`config.mk`:
```
export PLATFORM = sky130hd
export DESIGN_NAME = pc_fetch_controller_flat
export DESIGN_NICKNAME = d
export VERILOG_FILES = /design/src/rtl/pc_fetch_controller_pkg.sv /design/src/rtl/pc_fetch_controller_if.sv /design/src/rtl/pc_fetch_controller_fetch_timeout_counter.sv /design/src/rtl/pc_fetch_controller.sv /design/src/flat_wrapper.sv
export SDC_FILE = /design/constraint.sdc
export NUM_CORES = 1
export LEC_CHECK = 0
export CAP_MARGIN = 40
export CORE_MARGIN = 2
export CORE_UTILIZATION = 40
export CTS_BUF_LIST = sky130_fd_sc_hd__clkbuf_2 sky130_fd_sc_hd__clkbuf_4 sky130_fd_sc_hd__clkbuf_8
export DETAILED_ROUTE_END_ITERATION = 6
export DONT_BUFFER_PORTS = 1
export GPL_TIMING_DRIVEN = 0
export PLACE_DENSITY_LB_ADDON = 0.08
export SYNTH_ARGS = -nofsm -noshare
export SYNTH_HDL_FRONTEND = slang
export SYNTH_SLANG_ARGS = --single-unit
```
`constraint.sdc`:
```
create_clock -name clk -period 2.3 [get_ports clk]
set_input_delay 0.46 -clock clk [delete_from_list [all_inputs] [get_ports clk]]
set_output_delay 0.46 -clock clk [all_outputs]
set_load 0.02 [all_outputs]
```
`src/rtl/pc_fetch_controller_pkg.sv`:
```
// Shared CPU definitions: fetch controller state encoding, fault causes and
// the default reset vector.
package cpu_pkg;

   typedef enum logic [1:0] {
      FETCH = 2'd0,
      EXEC  = 2'd1,
      FAULT = 2'd2
   } state_t;

   localparam logic [1:0] CAUSE_NONE     = 2'b00;
   localparam logic [1:0] CAUSE_TIMEOUT  = 2'b01;
   localparam logic [1:0] CAUSE_MISALIGN = 2'b10;

   localparam logic [31:0] DEFAULT_RESET_VECTOR = 32'h0000_0000;

endpackage

```
`src/rtl/pc_fetch_controller_if.sv`:
```
// Instruction-memory fetch handshake between the fetch controller (master)
// and instruction memory (slave).
interface pc_fetch_controller_if;

   logic        imem_req;
   logic [31:0] imem_addr;
   logic        imem_ack;
   logic [31:0] imem_rdata;

   modport master (
      output imem_req,
      output imem_addr,
      input  imem_ack,
      input  imem_rdata
   );

   modport slave (
      input  imem_req,
      input  imem_addr,
      output imem_ack,
      output imem_rdata
   );

endinterface

```
`src/rtl/pc_fetch_controller_fetch_timeout_counter.sv`:
```
// Counts unacknowledged fetch cycles; expired flags the cycle whose count
// would reach TIMEOUT_CYCLES.
module fetch_timeout_counter #(
   parameter int unsigned TIMEOUT_CYCLES = 16
) (
   input  logic clk,
   input  logic rst,
   input  logic clear,
   input  logic enable,
   output logic expired
);

   localparam logic [7:0] LIMIT = 8'(TIMEOUT_CYCLES - 1);

   logic [7:0] count;

   always_ff @(posedge clk) begin
      if (rst || clear) begin
         count <= '0;
      end else if (enable) begin
         count <= count + 8'd1;
      end
   end

   // Asserted during the last permitted waiting cycle, before the count lands.
   assign expired = enable && (count == LIMIT);

endmodule

```
`src/rtl/pc_fetch_controller.sv`:
```
// Program counter holder and fetch/retire sequencer for the unpipelined core,
// with a sticky fault trap on fetch timeout or misaligned next PC.
module pc_fetch_controller
   import cpu_pkg::*;
#(
   parameter logic [31:0] RESET_VECTOR   = DEFAULT_RESET_VECTOR,
   parameter int unsigned TIMEOUT_CYCLES = 16
) (
   input  logic                    clk,
   input  logic                    rst,
   pc_fetch_controller_if.master   imem,
   input  logic [31:0]             next_pc,
   input  logic                    exec_done,
   output logic [31:0]             pc,
   output logic [31:0]             pc_plus_four,
   output logic [31:0]             instr,
   output logic                    instr_valid,
   output logic [31:0]             retire_count,
   output logic                    fault,
   output logic [1:0]              fault_cause,
   output logic [31:0]             fault_pc
);

   state_t state;
   logic   wait_clear;
   logic   wait_enable;
   logic   wait_expired;

   assign wait_clear  = (state == FETCH) &&  imem.imem_ack;
   assign wait_enable = (state == FETCH) && !imem.imem_ack;

   fetch_timeout_counter #(
      .TIMEOUT_CYCLES (TIMEOUT_CYCLES)
   ) u_timeout (
      .clk     (clk),
      .rst     (rst),
      .clear   (wait_clear),
      .enable  (wait_enable),
      .expired (wait_expired)
   );

   always_ff @(posedge clk) begin
      if (rst) begin
         state        <= FETCH;
         pc           <= RESET_VECTOR;
         instr        <= '0;
         retire_count <= '0;
         fault_cause  <= CAUSE_NONE;
         fault_pc     <= '0;
      end else begin
         case (state)
            FETCH: begin
               // An ack in the final permitted cycle takes priority over timeout.
               if (imem.imem_ack) begin
                  instr <= imem.imem_rdata;
                  state <= EXEC;
               end else if (wait_expired) begin
                  fault_cause <= CAUSE_TIMEOUT;
                  fault_pc    <= pc;
                  state       <= FAULT;
               end
            end
            EXEC: begin
               if (exec_done) begin
                  retire_count <= retire_count + 32'd1;
                  if (next_pc[1:0] == 2'b00) begin
                     pc    <= next_pc;
                     state <= FETCH;
                  end else begin
                     fault_cause <= CAUSE_MISALIGN;
                     fault_pc    <= next_pc;
                     state       <= FAULT;
                  end
               end
            end
            FAULT: begin
            end
            default: begin
               state <= FETCH;
            end
         endcase
      end
   end

   assign imem.imem_req  = (state == FETCH);
   assign imem.imem_addr = pc;
   assign instr_valid    = (state == EXEC);
   assign fault          = (state == FAULT);
   assign pc_plus_four   = pc + 32'd4;

endmodule

```
`src/flat_wrapper.sv`:
```
// flat-port wrapper written by rule: the top's interface ports become plain ports
module pc_fetch_controller_flat import cpu_pkg::*;
#(
   parameter logic [31:0] RESET_VECTOR   = DEFAULT_RESET_VECTOR,
   parameter int unsigned TIMEOUT_CYCLES = 16
)
  (clk, rst, next_pc, exec_done, pc, pc_plus_four, instr, instr_valid, retire_count, fault, fault_cause, fault_pc, imem_imem_req, imem_imem_addr, imem_imem_ack, imem_imem_rdata);
  pc_fetch_controller_if imem_i ();
  input  logic clk;
  input  logic rst;
  input  logic [31:0] next_pc;
  input  logic exec_done;
  output logic [31:0] pc;
  output logic [31:0] pc_plus_four;
  output logic [31:0] instr;
  output logic instr_valid;
  output logic [31:0] retire_count;
  output logic fault;
  output logic [1:0] fault_cause;
  output logic [31:0] fault_pc;
  output wire logic [$bits(imem_i.imem_req)-1:0] imem_imem_req;
  output wire logic [$bits(imem_i.imem_addr)-1:0] imem_imem_addr;
  input wire logic [$bits(imem_i.imem_ack)-1:0] imem_imem_ack;
  input wire logic [$bits(imem_i.imem_rdata)-1:0] imem_imem_rdata;
  assign imem_imem_req = imem_i.imem_req;
  assign imem_imem_addr = imem_i.imem_addr;
  assign imem_i.imem_ack = imem_imem_ack;
  assign imem_i.imem_rdata = imem_imem_rdata;
  pc_fetch_controller #(.RESET_VECTOR(RESET_VECTOR), .TIMEOUT_CYCLES(TIMEOUT_CYCLES)) u_core (.clk(clk), .rst(rst), .imem(imem_i), .next_pc(next_pc), .exec_done(exec_done), .pc(pc), .pc_plus_four(pc_plus_four), .instr(instr), .instr_valid(instr_valid), .retire_count(retire_count), .fault(fault), .fault_cause(fault_cause), .fault_pc(fault_pc));
endmodule
```
## After elaboration in Yosys (flattened, before gate mapping)

Cells that the tools add are included.

- Flip-flop bits (word level): 140
- Input port bits: 68
- Word-level logic and storage cells: 47
- Output and inout port bits: 197

- Reductions and logical operators: 13
- Eq/ne operators: 8
- Add/sub/neg operators: 3
- Bitwise gates (word level): 1
- Multiplexer cells: 15

Operators by type and width:

| cell | count |
|---|---|
| 32-bit two-way mux | 4 |
| 32-bit one-hot mux with 2 select lines | 1 |
| 32-bit by 1-bit adder with 32-bit output, second input constant | 1 |
| 32-bit by 3-bit adder with 32-bit output, second input constant | 1 |
| 2-bit two-way mux | 8 |
| 8-bit by 1-bit adder with 8-bit output, second input constant | 1 |
| 8-bit by 4-bit equality test with 1-bit output, second input constant | 1 |
| 2-bit != test, second input constant | 3 |
| 2-bit one-hot mux with 3 select lines | 1 |
| 3-bit AND reduction | 2 |
| 5-bit AND reduction | 1 |
| 2-bit logical NOT | 2 |
| 2-bit one-hot mux with 2 select lines | 1 |
| 2-bit AND reduction | 2 |
| 1-bit logical AND | 3 |
| 3-bit by 1-bit != test with 1-bit output, second input constant | 1 |
| 2-bit by 1-bit equality test with 1-bit output, second input constant | 1 |
| 2-bit equality test, second input constant | 1 |
| 2-bit by 1-bit != test with 1-bit output, second input constant | 1 |
| 2-bit nonzero test | 1 |
| 1-bit logical NOT | 1 |
| 1-bit logical OR | 1 |
| 1-bit NOT | 1 |

## Longest topological paths before layout

- Depth after elaboration: 6
- Depth in mapped cells: 7
- Gate-level depth less buffers: 5

## Hierarchy

From an unflattened synthesis, not the netlist that was laid out.

- Cells, all modules: 775
- Area, all modules: 6392.4 µm²

By module, submodules not included:

| module | times used | cells each | sequential area each (µm²) | area an instance (µm²) |
|---|---|---|---|---|
| pc_fetch_controller | 1 | 736 | 2642.5 | 6035.8 |
| fetch_timeout_counter | 1 | 39 | 160.2 | 356.6 |

## Least setup slack after synthesis

OpenSTA, ideal clock, no wires.

- Kind: reg2out
- From: register u_core.pc[9] (netlist: u_core.imem.imem_addr[9])
- To: output port pc_plus_four[30]
- Data required time: 1.840 ns
- Slack: -0.158 ns
- Path buffers: 1
- Cell stages (with the launch flop): 6
- Arrival: 1.998 ns
- Cell sequence: dfxtp_1 > buf_2 > nand4_1 > nor4_1 > nand4_1 > xnor2_1

- Word-level cells in the longest chain between the ends: 1

Ends and longest elaborated chain:

| what | RTL line | text |
|---|---|---|
| from (decl) | pc_fetch_controller.sv:14 | `output logic [31:0] pc,` |
| from (signal assigned) | pc_fetch_controller.sv:67 | `pc <= next_pc;` |
| 32-bit by 3-bit adder with 32-bit output | pc_fetch_controller.sv:89 | `assign pc_plus_four = pc + 32'd4;` |
| to (decl) | flat_wrapper.sv:14 | `output logic [31:0] pc_plus_four;` |

No other way between the ends.

## Final worst setup path

- From: register u_core.pc[13] (netlist: u_core.imem.imem_addr[13])
- To: output port pc_plus_four[25]

Same word-level chain as after synthesis.

==> impl_metrics.env <==
export IMPL_outcome="complete, but fails checks"
export IMPL_failed_checks="negative setup slack"
export IMPL_worstSetupEndpointType="primary output"
export IMPL_period_share=1.11
export IMPL_layout_common_cells="nand2_1 (146), dfxtp_1 (110), a21oi_1 (86)"
export IMPL_h_tree_depth=4
export IMPL_grt_pass1_vias=5323
export IMPL_slowest_stage="dfxtp_4"
export IMPL_clkTransAtPathRegs_ns=0.08
export IMPL_ys_ff_latch=140
export IMPL_nFillCells=1533
export IMPL_num_rows=46
export IMPL_place_gp_congestion=0.824
export IMPL_max_freq_mhz=390
export IMPL_clk_latency_ns=0.45
export IMPL_n_antenna_cell=0
export IMPL_postRouteAntennaNets=0
export IMPL_fin_cells=1042
export IMPL_syn_area_per_cell_sq_um=8.29
export IMPL_post_route_drc_count=0
export IMPL_root_buffer="clkbuf_8"
export IMPL_cts_buffers=17
export IMPL_finish_instance_area_sq_mm=0.00781
export IMPL_critical_path_top_delay_family="simple AND/OR/NAND/NOR gates"
export IMPL_yosysWarningCount=0
export IMPL_crit_chain="buf_8, nand4_1, buf_6, nor4_4, buf_6, nand4_1, xnor2_2"
export IMPL_final_util=0.494
export IMPL_layout_drive_gt1_share=0.207
export IMPL_place_hpwl_um=14600
export IMPL_grt_use_total=0.217
export IMPL_synth_cells=780
export IMPL_power_leakage_nw=2.86
export IMPL_final_max_slew_viol_count=0
export IMPL_hold_viol_final=0
export IMPL_die_h_um=131
export IMPL_cp_required_ns=1.84
export IMPL_io_buffers=0
export IMPL_globalRouteOverflowTotal=0
export IMPL_dpl_worst_slack_ns=-0.652
export IMPL_critical_path_class="flop to primary output"
export IMPL_worst_slack_ns=-0.261
export IMPL_setup_violations=19
export IMPL_tightest_slew_ns=0.751
export IMPL_dieArea_sq_mm=0.0172
export IMPL_start_kind="flop"
export IMPL_die_w_um=131
export IMPL_maxCapViolCount=0
export IMPL_cts_sinks=140
export IMPL_wire_per_inst_um=18.4
export IMPL_area_growth_pct=20.9
export IMPL_drt_vias_per_instance=5.49
export IMPL_routed_via_count=5717
export IMPL_drtIter0Drc=243
export IMPL_yosys_top_cells_area="dfxtp_1 (43%), nand2_1 (8.7%), a21oi_1 (6.7%)"
export IMPL_crit_buf_inv=3
export IMPL_io_pins=265
export IMPL_placed_cells=997
export IMPL_cts_tree="yes"
export IMPL_initial_core_util=0.408
export IMPL_layout_commonest_cell="nand2_1"
export IMPL_nets=884
export IMPL_place_area_sq_mm=0.00684
export IMPL_critPathArrivalTime_ns=2.10
export IMPL_coreArea_sq_mm=0.0158
export IMPL_yosysTopAreaCell="dfxtp_1"
export IMPL_synth_top_cell_area_share=0.434
export IMPL_antenna_found_initial=0
export IMPL_synth_seq_area_share=0.434
export IMPL_grt_pass1_wl_um=29600
export IMPL_syn_area_sq_mm=0.00646
export IMPL_synth_nets=851
export IMPL_cts_max_path_buffers=2
export IMPL_firstDrtPassIters=4
export IMPL_grt_setup_unrepaired="yes"
export IMPL_worstPathMaxFanout=6
export IMPL_grt_max_degree=20
export IMPL_cpPeakStageDelay_ns=0.40
export IMPL_rr_worst_depth=5
export IMPL_path_depth=7
export IMPL_hold_path_depth=2
export IMPL_synth_cell_types=40
export IMPL_p_per_area_mw_per_mm2=673
export IMPL_fin_crit_ns=2.56
export IMPL_max_slew_margin=0.500
export IMPL_vdd_drop_max_mv=0.442
export IMPL_clock_skew_ns=0.00730
export IMPL_hold_class="input port to flop"
export IMPL_finalWirelength_um=19200
-- final cells by class --
class | instances | area, sq um | share of cell area
inverters | 11 | 41.3 | 0.00529
plain buffers | 81 | 469 | 0.0601
clock inverters | 14 | 193 | 0.0247
well taps | 216 | 270 | 0.0346
clock buffers | 18 | 248 | 0.0317
flip-flops and latches | 140 | 2900 | 0.371
repair buffers | 16 | 150 | 0.0192
multi-input cells | 546 | 3550 | 0.454
-- power breakdown --
| group | total (W) | internal (W) | switching (W) |
|---|---|---|---|
| sequential | 0.00266 | 0.00248 | 0.000175 |
| combinational | 0.000395 | 0.000147 | 0.000248 |
| clock | 0.00220 | 0.00121 | 0.000990 |
-- logic make-up after synthesis --
family,share of synthesized area
DFF,0.434
xor gates and xnor gates,0.0569
and+or+nand+nor,0.248
AOI/OAI and AO/OA,0.122
buffers and inverters,0.0768
adders and majority gates,0.00581
muxes,0.0569
-- per-stage QoR --
step,hold WS (ns),TNS [ns],power (W)
finish,0.123,-3.01,0.00526
global route,0.0969,-5.32,0.00547
CTS,0.0924,-4.46,0.00531
detailed placement,0.502,-9.47,0.00313
global placement,0.478,-8.26,0.00312
floorplan,0.462,-0.117,0.00301
-- per-layer routing --
layer / vias up / track usage / share of wire
met2: 231 / 0.358 / 0.48
met1: 2693 / 0.251 / 0.41
met4: 0 / 0.0912 / 0.030
met5: - / 0 / 0
li1: 2755 / - / -
met3: 38 / 0.0826 / 0.081
-- registers in the layout (all words and copies together) (netlist names) --
register / cells
u_core.state: 2
u_core.instr: 32
u_core.retire_count: 32
u_core.imem.imem_addr: 32
u_core.u_timeout.count: 8
u_core.fault_cause: 2
u_core.fault_pc: 32
-- what timing repair did --
action                                  in CTS  in global routing
buffers inserted                             9                  6
pin swaps                                   11                 16
gates resized for setup                     68                 45
hold buffers                                 0                  0
endpoints found under the setup margin      37                 93
-- Yosys cell counts (all sizes together) --
cell,number
nand4,22
nand4b,1
a21oi,86
nor3b,2
nand2,149
o21ai,14
clkbuf,36
inv,11
nor4b,1
xor2,11
and4,5
xnor2,31
nor4,9
nor3,44
mux2i,30
ha,3
nand3,20
nor2,33
a211oi,32
o31ai,6
and3b,1
mux2,6
and3,4
buf,47
dfxtp,140
or3,12
and2,3
nor2b,8
nand3b,2
nand2b,2
or4,8
nor4bb,1
-- final timing paths --
check                                                              end                              startpoint  slack, ns
worst max-delay path                                  pc_plus_four[25]  u_core.imem.imem_addr[13]$_SDFFE_PP0P_      -0.26
worst min-delay path            u_core.imem.imem_addr[16]$_SDFFE_PP0P_                             next_pc[16]       0.12
worst max register to register    u_core.retire_count[21]$_SDFFE_PP0P_     u_core.retire_count[2]$_SDFFE_PP0P_       0.11
worst min register to register  u_core.u_timeout.count[1]$_SDFFE_PP0P_  u_core.u_timeout.count[1]$_SDFFE_PP0P_       0.51
No activity file was read; power rests on OpenSTA's default activity.
==> edit (config.mk and constraints unchanged) <==
Register the output `fault`, cleared by the reset; this adds one clock of latency there. The other outputs are not delayed to match.
--- a/src/rtl/pc_fetch_controller.sv
+++ b/src/rtl/pc_fetch_controller.sv
@@ -85,7 +85,13 @@
    assign imem.imem_req  = (state == FETCH);
    assign imem.imem_addr = pc;
    assign instr_valid    = (state == EXEC);
-   assign fault          = (state == FAULT);
+   always_ff @(posedge clk) begin
+      if (rst) begin
+         fault <= '0;
+      end else begin
+         fault <= (state == FAULT);
+      end
+   end
    assign pc_plus_four   = pc + 32'd4;
 
 endmodule
Behaviour: not the same (Yosys sat finds a counterexample within 4 cycles, from zero or initial values and one cycle with rst high).
==> edit against the original RTL <==
  * The flow still finishes with violations (setup timing)
  * Critical path depth up 1
  * Cell count up 0.19%
  * Routed wire length up 3.8%
  * Setup slack worse by 0.12 ns
  * Power up 3.4%
  * Synthesized area down 0.15%
  * Non-clock buffer count up 10
  * Final area up 3.0%
  * Sequential cell count up 1
  * Fmax down 4.6%
  * Largest power group unchanged
  * Highest routed layer unchanged
==> edit: results (changes against the original RTL) <==
- Outcome: complete, but fails checks
- Failing checks: setup timing
- Multi-input gate share of total cell area: 45.14% (-0.25 points)
- Pin slew with the least headroom to its limit: 0.6512 ns (-0.09955 ns)
- Setup Viol. Count Final: 19 (unchanged)
- Hold path endpoint: u_core.imem.imem_addr[26]$_SDFFE_PP0P_
- First drt pass iteration count: 5 (+1)
- Synth top area cells: dfxtp_1 44%, nand2_1 8.4%, a21oi_1 6.9%
- First-pass GRT wire length: 29550 um (-0.17%)
- Final setup margin: -0.3845 ns (-0.1232 ns)
- Top delay family on crit path: buffers and inverters
- DP Cell Count: 992 (-0.50%)
- Reg2reg path depth: 6 (+1)
- Placed cell area: 6795 um^2 (-0.68%)
- Post-layout util: 50.86% (+1.5 points)
- Bufs w/o clock: 107 (+10%)
- Number of fillers in the final layout: 1512 (-1.4%)
- LEAKAGE: 2.834 nW (-0.87%)
- Via Count: 5801 (+1.5%)
- Starting DRT DRC Count: 315 (+30%)
- Skew final: 0.009910 ns (+0.002607 ns)
- Vias in the first global route: 5501 (+3.3%)
- R2R Path Start: u_core.retire_count[0]$_SDFFE_PP0P_
- Final WL: 19900 um (+3.8%)
- Synth cell types: 39 (-2.5%)
- Setup crit start: u_core.imem.imem_addr[9]$_SDFFE_PP0P_
- Switch Pwr: 1.406 mW (-0.57%)
- Sequential fraction of the synthesis area: 43.74% (+0.38 points)
- Min Hold Slack: 0.1367 ns (+0.01367 ns)
- Final RePlAce weighted congestion: 0.8366 (+1.5%)
- Synth Instances: 776 (-0.51%)
- Reg-to-reg endpoint: u_core.retire_count[22]$_SDFFE_PP0P_
- Layout cells sized above 1: 23.91% (+3.2 points)
- Combinational logic power: 0.413 mW (+5%)
- Synth cell count leaders: 145 x nand2_1, 141 x dfxtp_1, 89 x a21oi_1
- Synthesized flop and latch total: 141 (+0.71%)
- Post-synth net total: 847 (-0.47%)
- Clock buffers: 21 (+3)
- Final TNS setup: -4.450 ns (-1.444 ns)
- Largest net degree at the start of global routing: 17 (-15%)
- Worst vdd ir: 305.5 uV (-31%)
- Clock network area share: 5.766% (+0.13 points)
- GRT Total Usage: 22.37% (+0.72 points)
- Multi-input logic cell count: 539 (-1.3%)
- Crit Path Max Fanout: 5 (-1)
edit: cell count changes after synthesis, sizes merged, moves of 4 or more:
cell   change
nor2b      -6
o31ai      +5
nor3       -4
nand2      -4
nor4       -6
or4        +5
mux2       -5
edit: per-layer routing:
layer	vias up	routed length (um)	global-route usage [%]
li1	2768	-	-
met1	2780	8451	28.05
met2	227	9437	36.12
met3	26	1667	7.410
met4	0	338	7.822
met5	-	0	0
edit: kinds of logic (layout without fill, tap and decap cells):
family	Yosys count	in the layout	share of synthesized area (%)
AO/OA/AOI/OAI	144	144	12.89
multiplexers	30	30	4.672
flip-flops	141	141	43.74
AND/OR/NAND/NOR	317	317	24.20
adder cells (fa/ha/maj)	3	3	0.5817
buffers and inverters	96	148	7.813
XOR/XNOR	45	45	6.107
edit: repair_timing:
action / CTS / global route
buffers inserted: 13 / 8
pin swaps: 16 / 20
setup endpoints to repair: 38 / 103
resized for setup: 102 / 51
gates cloned: 1 / 0
